===== src/rtl/seq_alu_if.sv =====
// seq_alu_if: start/done handshake, operands and registered result/flags
// for the sequential ALU. The master drives requests, the slave is the ALU.
interface seq_alu_if #(
  parameter int WIDTH = 8
);
  logic             start;
  logic [2:0]       sel;
  logic [WIDTH-1:0] a;
  logic [WIDTH-1:0] b;
  logic             busy;
  logic             done;
  logic [WIDTH-1:0] out;
  logic             carry;
  logic             zero;
  logic             div_by_zero;

  modport master (
    output start, sel, a, b,
    input  busy, done, out, carry, zero, div_by_zero
  );

  modport slave (
    input  start, sel, a, b,
    output busy, done, out, carry, zero, div_by_zero
  );
endinterface


===== src/rtl/seq_alu.sv =====
// seq_alu: clocked 8-function ALU with registered result and flags.
// Add/sub/logic ops finish one cycle after acceptance. Divide and modulus
// use an iterative restoring divider that takes WIDTH cycles; it is only
// built when the macro SEQ_ALU_DIV_EN is defined. Without it, div/mod
// complete in one cycle with a zero result and busy is tied low.
module seq_alu #(
  parameter int WIDTH = 8
) (
  input logic      clk,
  input logic      rst,
  seq_alu_if.slave bus
);

  localparam logic [2:0] OP_ADD = 3'b000;
  localparam logic [2:0] OP_SUB = 3'b001;
  localparam logic [2:0] OP_OR  = 3'b100;
  localparam logic [2:0] OP_AND = 3'b101;
  localparam logic [2:0] OP_XOR = 3'b110;
  localparam logic [2:0] OP_NOT = 3'b111;

  logic [WIDTH-1:0] out_q, out_n;
  logic             carry_q, carry_n;
  logic             zero_q, zero_n;
  logic             dbz_q, dbz_n;
  logic             done_q, done_n;

  // One extra bit so carry-out and borrow fall out of the top bit.
  logic [WIDTH:0] add_res;
  logic [WIDTH:0] sub_res;
  assign add_res = {1'b0, bus.a} + {1'b0, bus.b};
  assign sub_res = {1'b0, bus.a} - {1'b0, bus.b};

`ifdef SEQ_ALU_DIV_EN
  localparam int CW = $clog2(WIDTH + 1);

  typedef enum logic {IDLE, DIV} state_t;

  state_t           state_q, state_n;
  logic [WIDTH-1:0] rem_q, rem_n;
  logic [WIDTH-1:0] quo_q, quo_n;
  logic [WIDTH-1:0] dvsr_q, dvsr_n;
  logic             mod_q, mod_n;
  logic [CW-1:0]    count_q, count_n;

  // The shifted remainder can reach 2*b-1, so it needs one extra bit.
  logic [WIDTH:0] rem_sh;
  assign rem_sh = {rem_q, quo_q[WIDTH-1]};

  assign bus.busy = (state_q == DIV);
`else
  assign bus.busy = 1'b0;
`endif

  assign bus.out         = out_q;
  assign bus.carry       = carry_q;
  assign bus.zero        = zero_q;
  assign bus.div_by_zero = dbz_q;
  assign bus.done        = done_q;

  // Next-state and next-result logic: one divider step while dividing,
  // otherwise accept a request and compute single-cycle results.
  always_comb begin
    out_n   = out_q;
    carry_n = carry_q;
    zero_n  = zero_q;
    dbz_n   = dbz_q;
    done_n  = 1'b0;
`ifdef SEQ_ALU_DIV_EN
    state_n = state_q;
    rem_n   = rem_q;
    quo_n   = quo_q;
    dvsr_n  = dvsr_q;
    mod_n   = mod_q;
    count_n = count_q;

    if (state_q == DIV) begin
      count_n = count_q - CW'(1);
      if (rem_sh >= {1'b0, dvsr_q}) begin
        rem_n = rem_sh[WIDTH-1:0] - dvsr_q;
        quo_n = {quo_q[WIDTH-2:0], 1'b1};
      end else begin
        rem_n = rem_sh[WIDTH-1:0];
        quo_n = {quo_q[WIDTH-2:0], 1'b0};
      end
      if (count_q == CW'(1)) begin
        out_n   = mod_q ? rem_n : quo_n;
        carry_n = 1'b0;
        dbz_n   = 1'b0;
        done_n  = 1'b1;
        state_n = IDLE;
      end
    end else if (bus.start) begin
`else
    if (bus.start) begin
`endif
      done_n  = 1'b1;
      carry_n = 1'b0;
      dbz_n   = 1'b0;
      case (bus.sel)
        OP_ADD: begin
          out_n   = add_res[WIDTH-1:0];
          carry_n = add_res[WIDTH];
        end
        OP_SUB: begin
          out_n   = sub_res[WIDTH-1:0];
          carry_n = sub_res[WIDTH];
        end
        OP_OR:  out_n = bus.a | bus.b;
        OP_AND: out_n = bus.a & bus.b;
        OP_XOR: out_n = bus.a ^ bus.b;
        OP_NOT: out_n = ~bus.a;
        default: begin
`ifdef SEQ_ALU_DIV_EN
          if (bus.b == '0) begin
            out_n = bus.sel[0] ? bus.a : '1;
            dbz_n = 1'b1;
          end else begin
            done_n  = 1'b0;
            out_n   = out_q;
            carry_n = carry_q;
            dbz_n   = dbz_q;
            state_n = DIV;
            dvsr_n  = bus.b;
            mod_n   = bus.sel[0];
            rem_n   = '0;
            quo_n   = bus.a;
            count_n = CW'(WIDTH);
          end
`else
          out_n = '0;
`endif
        end
      endcase
    end

    if (done_n) begin
      zero_n = (out_n == '0);
    end
  end

  // Register state and outputs; reset clears everything and aborts a division.
  always_ff @(posedge clk) begin
    if (rst) begin
      out_q   <= '0;
      carry_q <= 1'b0;
      zero_q  <= 1'b0;
      dbz_q   <= 1'b0;
      done_q  <= 1'b0;
`ifdef SEQ_ALU_DIV_EN
      state_q <= IDLE;
      rem_q   <= '0;
      quo_q   <= '0;
      dvsr_q  <= '0;
      mod_q   <= 1'b0;
      count_q <= '0;
`endif
    end else begin
      out_q   <= out_n;
      carry_q <= carry_n;
      zero_q  <= zero_n;
      dbz_q   <= dbz_n;
      done_q  <= done_n;
`ifdef SEQ_ALU_DIV_EN
      state_q <= state_n;
      rem_q   <= rem_n;
      quo_q   <= quo_n;
      dvsr_q  <= dvsr_n;
      mod_q   <= mod_n;
      count_q <= count_n;
`endif
    end
  end

endmodule

===== src/flat_wrapper.sv =====
// flat-port wrapper written by rule: the top's interface ports become plain ports
module seq_alu_flat 
#(
  parameter int WIDTH = 8
)
  (clk, rst, bus_start, bus_sel, bus_a, bus_b, bus_busy, bus_done, bus_out, bus_carry, bus_zero, bus_div_by_zero);
  seq_alu_if #(.WIDTH(WIDTH)) bus_i ();
  input logic clk;
  input logic rst;
  input wire logic [$bits(bus_i.start)-1:0] bus_start;
  input wire logic [$bits(bus_i.sel)-1:0] bus_sel;
  input wire logic [$bits(bus_i.a)-1:0] bus_a;
  input wire logic [$bits(bus_i.b)-1:0] bus_b;
  output wire logic [$bits(bus_i.busy)-1:0] bus_busy;
  output wire logic [$bits(bus_i.done)-1:0] bus_done;
  output wire logic [$bits(bus_i.out)-1:0] bus_out;
  output wire logic [$bits(bus_i.carry)-1:0] bus_carry;
  output wire logic [$bits(bus_i.zero)-1:0] bus_zero;
  output wire logic [$bits(bus_i.div_by_zero)-1:0] bus_div_by_zero;
  assign bus_i.start = bus_start;
  assign bus_i.sel = bus_sel;
  assign bus_i.a = bus_a;
  assign bus_i.b = bus_b;
  assign bus_busy = bus_i.busy;
  assign bus_done = bus_i.done;
  assign bus_out = bus_i.out;
  assign bus_carry = bus_i.carry;
  assign bus_zero = bus_i.zero;
  assign bus_div_by_zero = bus_i.div_by_zero;
  seq_alu #(.WIDTH(WIDTH)) u_core (.clk(clk), .rst(rst), .bus(bus_i));
endmodule

===== config.mk =====
export PLATFORM = sky130hd
export DESIGN_NAME = seq_alu_flat
export DESIGN_NICKNAME = d
export VERILOG_FILES = /design/src/rtl/seq_alu_if.sv /design/src/rtl/seq_alu.sv /design/src/flat_wrapper.sv
export SDC_FILE = /design/constraint.sdc
export NUM_CORES = 1
export LEC_CHECK = 0
export ABC_AREA = 1
export CORE_UTILIZATION = 45
export CTS_BUF_LIST = sky130_fd_sc_hd__clkbuf_4 sky130_fd_sc_hd__clkbuf_8
export DETAILED_ROUTE_END_ITERATION = 8
export PLACE_DENSITY = 0.82
export SYNTH_ARGS = -nofsm -noshare
export SYNTH_HDL_FRONTEND = slang
export SYNTH_SLANG_ARGS = --single-unit

===== constraint.sdc =====
create_clock -name clk -period 3.5 [get_ports clk]
set_clock_uncertainty 0.15 [all_clocks]
set_input_delay 0.7 -clock clk [delete_from_list [all_inputs] [get_ports clk]]
set_output_delay 0.7 -clock clk [all_outputs]
set_load 0.01 [all_outputs]

==> impl_metrics.toml <==
[power_and_ir_drop]
p_int_uw = 320
p_sw_uw = 191
power_frac_clock = 0.262
switching_share = 0.374
pwr-share-comb = 0.467
seq_power_share = 0.272
pwr_density_cell_mw_per_mm2 = 247
p_leak_uw = 0.00109
ir_worst_vdd_v = 0.0000830

[critical_path]
crit_arrival_ps = 2880
cp-end-kind = "flop"
r2r_end = "u_core.bus.zero"
required_ps = 3520
critical_path_class = "in2reg"
reg2reg_from = "u_core.bus.out[0]"
cp_max_fo = 3
r2r_setup_slack_ps = 2120
crit_path_start_kind = "input pin"
r2r_cells = 8

[worst_hold_path]
holdPathEnd = "u_core.bus.out[2]"
hold_path_startpoint = "u_core.bus.out[2]"
hold_depth = 2
hold_class = "reg2reg"

[timing]
setup_viol = 0
finalCritPeriodShare = 0.817
rsz0062_at_grt = "no"
fmax_mhz = 350
relSlewSlack = 0.649
setup_tns_ps = 0
slew_viol_final = 0
timing.hold.ws_ps = 327
finalCriticalPeriod_ps = 2860
hold_viol = 0
tightestPinTransition_ps = 525

[placed_design]
dpl.hpwl_um = 3210
io_buffers = 32
gp_congestion = 0.902
place_area_mm2 = 0.00202

[cts]
insertion_delay_ps = 240
htreeDepth = 1
cts_buffer_depth = 2
post_cts_buffers = 0
clockRootBuffer = "clkbuf_8"
cts_hold_buf = 0
ctsResizeCount = 0
cts.sinks = 11
cts_buffers = 3
cts_tree = "done"
clkSlewWorstSetupHoldPaths_ps = 50

[finish]
final_core_util = 0.597
antenna_cells = 0
design_area_mm2 = 0.00207
final_common_cell = "nand2_1"
layout-drive-gt1-share = 0.0696
synthToLayoutAreaGrowth_pct = 21.8
final_cell_mix = "82 x nand2_1, 39 x inv_1, 34 x nand3_1"
fin_nets = 365

[drt]
first_iter_violations = 118
post_drt_via_cell_ratio = 5.28
drt_wl_total_um = 4190
postRouteAntennaNets = 0
dr.pass1.iters = 5
via_count = 1910
wl_per_cell_um = 11.6
drc = 0

[synthesis]
syn_avg_cell_area_um2 = 5.94
synth_area_leaders = "nand2_1 18%, ha_1 18%, dfxtp_1 13%"
synth_area_leader_cell = "nand2_1"
synth_cells = 286
synth_cell_type_count = 26
yosys_warnings = 0
synth.top_cell.area_share = 0.181
synth_area_mm2 = 0.00170
ys_seq_elements = 11
ys_seq_area_frac = 0.130

[outcome]
status = "finished clean"

[die]
die_h_um = 63.4
die-area_mm2 = 0.00403
start_util = 0.490
rows = 21
die_w_um = 63.4
coreArea_mm2 = 0.00347
ios = 35

[global_route]
overflow = 0
grtUsageTotal = 0.219
grt_pass1_wl_um = 7090
grt_max_degree = 20
antenna_found_initial = 0
grt_pass1_vias = 1659

[run]
maxCapViolCount = 0
## worst max-delay path: stages
cell             delay [ps]
clkdlybuf4s50_1         500
inv_1                    70
ha_1                    210
fa_1                    390
inv_1                    70
nand2_1                  70
nand2_1                  90
nand3_1                  90
nand2_1                  70
nand2_1                  60
nand3_1                  70
nand3_1                  80
nand2_1                  80
nand2_1                  60
nor2_1                  100
nand2_1                  60
a21oi_2                 100
## power by group through the flow
stage                     Clock, µW  Combinational [µW]  Sequential [µW]
final                           134                 239              139
after global routing            143                 268              139
after floorplan                   0                 156              145
after global placement            0                 231              140
after detailed placement          0                 233              141
after CTS                       135                 235              139
## stage by stage
stage | cells | total power [µW] | setup WS, ps
after CTS | 362 | 509 | 649
after global routing | 362 | 550 | 412
after detailed placement | 358 | 374 | 423
after global placement | 358 | 371 | 477
final | 362 | 511 | 640
after floorplan | 287 | 300 | 1120
## final cells by class
cell class	count	area (µm²)
clock buffers	4	48.8
flip-flops and latches	11	220
well taps	46	57.6
inverters	49	184
fillers	359	1400
repair buffers	33	328
multi-input cells	219	1230
## layer usage
metal	routed length, µm	global-route usage
met2	1980	0.371
met4	82	0.0852
met3	275	0.0217
met5	0	0
met1	1850	0.281
## registers in the layout, summed over array words and instances, names as in the netlist
name / count
u_core.bus.carry: 1
u_core.bus.done: 1
u_core.bus.out: 8
u_core.bus.zero: 1
## synth_stat cells
cell type and number:
nand2_1 82, inv_1 39, nand3_1 34, nor2_1 27
ha_1 24, a21oi_1 11, dfxtp_1 11, nand4_1 10
inv_2 9, o22ai_1 7, nand3b_1 6, buf_4 4
buf_6 3, a21oi_2 2, fa_1 2, nand2_2 2
nor2_2 2, o21ai_0 2, o21ai_1 2, clkbuf_1 1
clkinv_1 1, conb_1 1, mux2i_1 1, nand3_2 1
o311ai_0 1, or2_2 1
## kinds of logic (layout without fill, tap and decap cells)
| family | Yosys count | in the layout | share of synthesized area |
|---|---|---|---|
| multiplexers | 1 | 1 | 0.00589 |
| AO/OA/AOI/OAI | 25 | 25 | 0.0854 |
| adder cells (fa/ha/maj) | 26 | 26 | 0.200 |
| flip-flops | 11 | 11 | 0.130 |
| buffers and inverters | 57 | 86 | 0.148 |
| other | 1 | 2 | 0.00221 |
| AND/OR/NAND/NOR | 165 | 165 | 0.429 |
## how the worst max path moves through the flow
stage	start	to	slack, ps	cells past startpoint
final	bus_a[0]	u_core.bus.zero	640	17
after global routing	bus_a[0]	u_core.bus.zero	410	17
after CTS	bus_a[0]	u_core.bus.zero	650	17
after detailed placement	bus_a[0]	u_core.bus.zero	420	17
after global placement	bus_a[0]	u_core.bus.zero	480	17
after floorplan	bus_a[0]	u_core.bus.zero	1120	16
(Power assumes the default switching activity.)
